--- src/rtl/stream_pkg.sv ---
// Shared width helpers and constants for the stream flow-control blocks.
package stream_pkg;

   localparam int RD_SIZE_W = 8;

   // Pointer width: address bits plus one wrap bit.
   function automatic int ptr_w(input int depth);
      return $clog2(depth) + 1;
   endfunction

endpackage

--- src/rtl/wrap_counter_bin.sv ---
// Binary wrap counter with enable; the next value is exported combinationally.
module wrap_counter_bin #(
   parameter int W = 10
) (
   input  logic         clk,
   input  logic         rst_n,
   input  logic         en,
   output logic [W-1:0] cnt,
   output logic [W-1:0] cnt_nxt
);

   // Plain +1 wraps the address bits and toggles the MSB for power-of-two depths.
   assign cnt_nxt = en ? cnt + W'(1) : cnt;

   always_ff @(posedge clk or negedge rst_n) begin
      if (!rst_n) cnt <= '0;
      else        cnt <= cnt_nxt;
   end

endmodule

--- src/rtl/fifo_ptr_flags.sv ---
// Virtual-FIFO pointer/flag unit: unit-step writes, variable-size saturating drains.
module fifo_ptr_flags
   import stream_pkg::*;
#(
   parameter int DEPTH            = 512,
   parameter int ALMOST_WR_MARGIN = 1,
   parameter int ALMOST_RD_MARGIN = 1,
   parameter bit REGISTERED       = 1'b1,
   parameter int AW               = $clog2(DEPTH)
) (
   input  logic                 clk,
   input  logic                 rst_n,
   input  logic                 wr_valid,
   output logic                 wr_ready,
   input  logic                 rd_valid,
   input  logic [RD_SIZE_W-1:0] rd_size,
   output logic                 rd_ready,
   output logic [AW:0]          count,
   output logic                 wr_full,
   output logic                 wr_almost_full,
   output logic                 rd_empty,
   output logic                 rd_almost_empty
);

   localparam int PW = ptr_w(DEPTH);
   localparam int CW = (PW > RD_SIZE_W) ? PW : RD_SIZE_W;
   localparam logic [PW-1:0] AF_TH = PW'(DEPTH - ALMOST_WR_MARGIN);
   localparam logic [PW-1:0] AE_TH = PW'(ALMOST_RD_MARGIN);

   logic [PW-1:0] wr_ptr, wr_ptr_nxt, rd_ptr, rd_ptr_nxt;
   logic [PW-1:0] cur_cnt, drain;
   logic [CW-1:0] size_x, cnt_x;
   logic          wr_acc, rd_acc;

   assign wr_ready = !wr_full;
   assign rd_ready = !rd_empty;
   assign wr_acc   = wr_valid && wr_ready;
   assign rd_acc   = rd_valid && rd_ready;
   assign cur_cnt  = wr_ptr - rd_ptr;

   wrap_counter_bin #(.W(PW)) u_wr_ptr (
      .clk     (clk),
      .rst_n   (rst_n),
      .en      (wr_acc),
      .cnt     (wr_ptr),
      .cnt_nxt (wr_ptr_nxt)
   );

   // Drain saturates at the pre-write occupancy; compare wide so large rd_size is not truncated.
   always_comb begin
      size_x = CW'(rd_size);
      cnt_x  = CW'(cur_cnt);
      drain  = (size_x < cnt_x) ? PW'(size_x) : cur_cnt;
      rd_ptr_nxt = rd_acc ? rd_ptr + drain : rd_ptr;
   end

   always_ff @(posedge clk or negedge rst_n) begin
      if (!rst_n) rd_ptr <= '0;
      else        rd_ptr <= rd_ptr_nxt;
   end

   logic [PW-1:0] f_wr, f_rd, f_cnt;
   logic          f_full, f_empty, f_af, f_ae;

   assign f_wr = REGISTERED ? wr_ptr_nxt : wr_ptr;
   assign f_rd = REGISTERED ? rd_ptr_nxt : rd_ptr;

   always_comb begin
      f_cnt   = f_wr - f_rd;
      f_full  = (f_wr[PW-2:0] == f_rd[PW-2:0]) && (f_wr[PW-1] != f_rd[PW-1]);
      f_empty = (f_wr == f_rd);
      f_af    = (f_cnt >= AF_TH);
      f_ae    = (f_cnt <= AE_TH);
   end

   generate
      if (REGISTERED) begin : g_reg
         always_ff @(posedge clk or negedge rst_n) begin
            if (!rst_n) begin
               count           <= '0;
               wr_full         <= 1'b0;
               wr_almost_full  <= 1'b0;
               rd_empty        <= 1'b1;
               rd_almost_empty <= 1'b1;
            end else begin
               count           <= f_cnt;
               wr_full         <= f_full;
               wr_almost_full  <= f_af;
               rd_empty        <= f_empty;
               rd_almost_empty <= f_ae;
            end
         end
      end else begin : g_comb
         assign count           = f_cnt;
         assign wr_full         = f_full;
         assign wr_almost_full  = f_af;
         assign rd_empty        = f_empty;
         assign rd_almost_empty = f_ae;
      end
   endgenerate

endmodule

--- config.mk ---
export PLATFORM = sky130hd
export DESIGN_NAME = fifo_ptr_flags
export DESIGN_NICKNAME = d
export VERILOG_FILES = /design/src/rtl/stream_pkg.sv /design/src/rtl/wrap_counter_bin.sv /design/src/rtl/fifo_ptr_flags.sv
export SDC_FILE = /design/constraint.sdc
export NUM_CORES = 1
export LEC_CHECK = 0
export ABC_AREA = 1
export BUFFER_PORTS_ARGS = -buffer_cell sky130_fd_sc_hd__buf_4
export CAP_MARGIN = 10
export CORE_AREA = 4 4 92 94
export CTS_BUF_LIST = sky130_fd_sc_hd__clkbuf_16
export CTS_CLUSTER_SIZE = 20
export DETAILED_ROUTE_END_ITERATION = 16
export DIE_AREA = 0 0 96 98
export SLEW_MARGIN = 30
export SYNTH_ARGS = -nofsm -noshare
export SYNTH_HDL_FRONTEND = slang
export SYNTH_SLANG_ARGS = --single-unit
--- constraint.sdc ---
create_clock -name clk -period 14.03 [get_ports clk]
set_clock_uncertainty 0.1 [all_clocks]
set_input_delay 1.403 -clock clk [delete_from_list [all_inputs] [get_ports clk]]
set_output_delay 1.403 -clock clk [all_outputs]
set_load 0.05 [all_outputs]
==> metrics.txt <==
outcome completed; number of synthesized flops with an enable pin 0; Buffers on Ports 27; post-DP HPWL 5606 µm; Arrival @ worst endpoint 6.21 ns; Area Overhead vs Synth 15.14%; maxcap violations 0; cts hold-fix bufs 0; Finished Layout Cells 543; top post-synthesis cells by area dfrtp_1 (27%), nand2_1 (14%), ha_1 (14%); asr flop ratio synth 100.0%; DIE HEIGHT 98 µm; metal3 WL 233 µm; design area 0.003465 mm²; Clock Pin Slew Worst Setup and Hold Paths 0.05 ns; Hold Vio Cnt, Final 0; TNS Setup 0 ns; Mapped Area 0.003009 mm²; Longest Clk Path Bufs 2; CTS sink cnt 34; gr usage total 15.54%; unique cell type count in the Yosys netlist 43; CORE AREA 0.007647 mm²; ANT nets after route 0; Crit Path Class register to register; worst reg2reg endpoint rd_almost_empty; GRT Residual Overflow 0; hold path depth 2; Mapped Nets 457; reg-to-reg startpoint rd_ptr[1]; routed vias/inst 4.845; WHS Endpoint rd_ptr[9]; Root Driver clkbuf_16; Worst R2R Setup Slack 7.93 ns; Post-synth top flop dfrtp_1; most frequent CP cell nand2_1; worst hold start rd_ptr[9]; Max Fclk 164.0 MHz; largest net degree at the start of global routing 35; first-pass GRT wire length 11,680 µm; Startpoint Class register; Worst R2R Path Depth 29; RSZ-0062 raised after global routing false; Initial Util 39.35%; total CTS buffers 5; PostCTS Resize Cnt 0; CP Data Required Time 14.14 ns; total wire length 6804 µm; Period minus WS final 6.098 ns; Std-Cell Rows 32; Synth Instances 409; synth cell count leaders nand2_1 (116), inv_1 (60), ha_1 (33); htree depth 2; via count 2,631; drt wl/cell 12.53 µm; share of cells above drive strength 1 15.65%; crit-path max FO 16; met1 wire length 3347 µm; PnR worst setup slack 7.932 ns; worst slack at placement 7.889 ns; initial antenna violation count 0; fin nets 488; most frequent cell after synthesis nand2_1; antenna cells 0; Die ar. 0.009408 mm²; # placed instances 535; Worst-Skew Late Latency 0.27 ns; Starting DRT DRC Count 123; Crit. End Element register; Seq/Total Area, Yosys 28.36%; placed cell area 0.003327 mm²; Synth Area per Inst 7.357 µm²; Ports 28; max-slew violation count 0; GP Congestion 0.9172; vias in the first global route 2,608; Worst path max stage delay 0.48 ns; drt pass-1 iters 4; CTS tree done; overall die width 96 µm; drc violations 0; top cell type's share of synthesized area 26.61%; Worst path slowest cell fa_1; Hold Path Class register to register; met2 WL 3116 µm; Yosys top cell by area dfrtp_1; Post-CTS Setup Repair Bufs 0; final setup vio count 0; yosys warns 0; #FFs+latches synth 34; Final period util 43.46%; Max Used Layer met4
[layer usage]
metal / vias up / track usage [%]
met5: - / 0
met4: 0 / 3.611
met3: 13 / 2.388
met2: 46 / 25.65
met1: 1194 / 21.19
li1: 1378 / -
[worst max-delay path, delay by kind of cell (launching register included)]
family          cells  cell delay (ns)
compound gates      7             1.89
fa+ha+maj           5             1.81
simple gates       14             1.39
flops               1             0.44
buf+inv             2             0.27
xor+xnor            1             0.13
[registers in the layout, summed over array words and instances (netlist names)]
name and count:
u_wr_ptr.cnt 10, count 10, rd_empty 1, wr_full 1, rd_almost_empty 1, rd_ptr 10, wr_almost_full 1
[layout by cell type, fill, tap and decap left out, types with 2 or more instances in the layout]
cell,instances
nor2_2,3
nand2_1,116
clkinv_2,2
clkbuf_16,5
nand2_2,8
o21ai_1,11
or2_2,2
nand4_1,11
nand3_1,31
nor2_1,13
o21ai_0,7
nor3_1,4
fa_1,3
inv_1,61
buf_4,27
dfrtp_1,32
xnor2_1,9
inv_2,7
o31ai_1,2
nand3_2,7
a21oi_1,15
ha_1,33
xor2_1,8
nand3b_1,3
dfstp_2,2
[stage by stage]
stage               utilization, %  hold WS (ns)
floorplan                        -        0.3978
global placement             43.50        0.4298
detailed placement           43.50        0.4341
CTS                          45.30        0.4480
global route                 45.30        0.4824
finish                       45.30        0.4518
[kinds of logic after synthesis]
family | Yosys count | share of synthesized area, %
compound gates | 44 | 8.566
flops | 34 | 28.36
fa+ha+maj | 36 | 15.72
xor+xnor | 18 | 5.863
other cells | 1 | 0.1246
buf+inv | 71 | 8.940
simple gates | 205 | 32.43
[area by class of cell]
type / count / area [µm²]
Clock inverter: 3 / 12.51
Inverter: 68 / 256.5
Multi-Input combinational cell: 304 / 1887
Sequential cell: 34 / 853.3
Timing Repair Buffer: 27 / 202.7
Tap cell: 102 / 127.6
Fill cell: 770 / 4183
Clock buffer: 5 / 125.1
[worst max path at each step]
stage / end / slack [ns] / from / depth (start not counted)
after floorplan: rd_almost_empty / 8.75 / rd_size[1] / 23
after global placement: wr_almost_full / 8.02 / rd_size[1] / 21
after detailed placement: wr_almost_full / 7.89 / u_wr_ptr.cnt[0] / 25
after CTS: wr_almost_full / 7.87 / u_wr_ptr.cnt[0] / 25
after global routing: wr_almost_full / 7.35 / u_wr_ptr.cnt[0] / 25
final: rd_almost_empty / 7.93 / rd_ptr[1] / 29
Power is not shown: default switching activity piles up to over one toggle a cycle in this logic, so the estimate is an artifact.
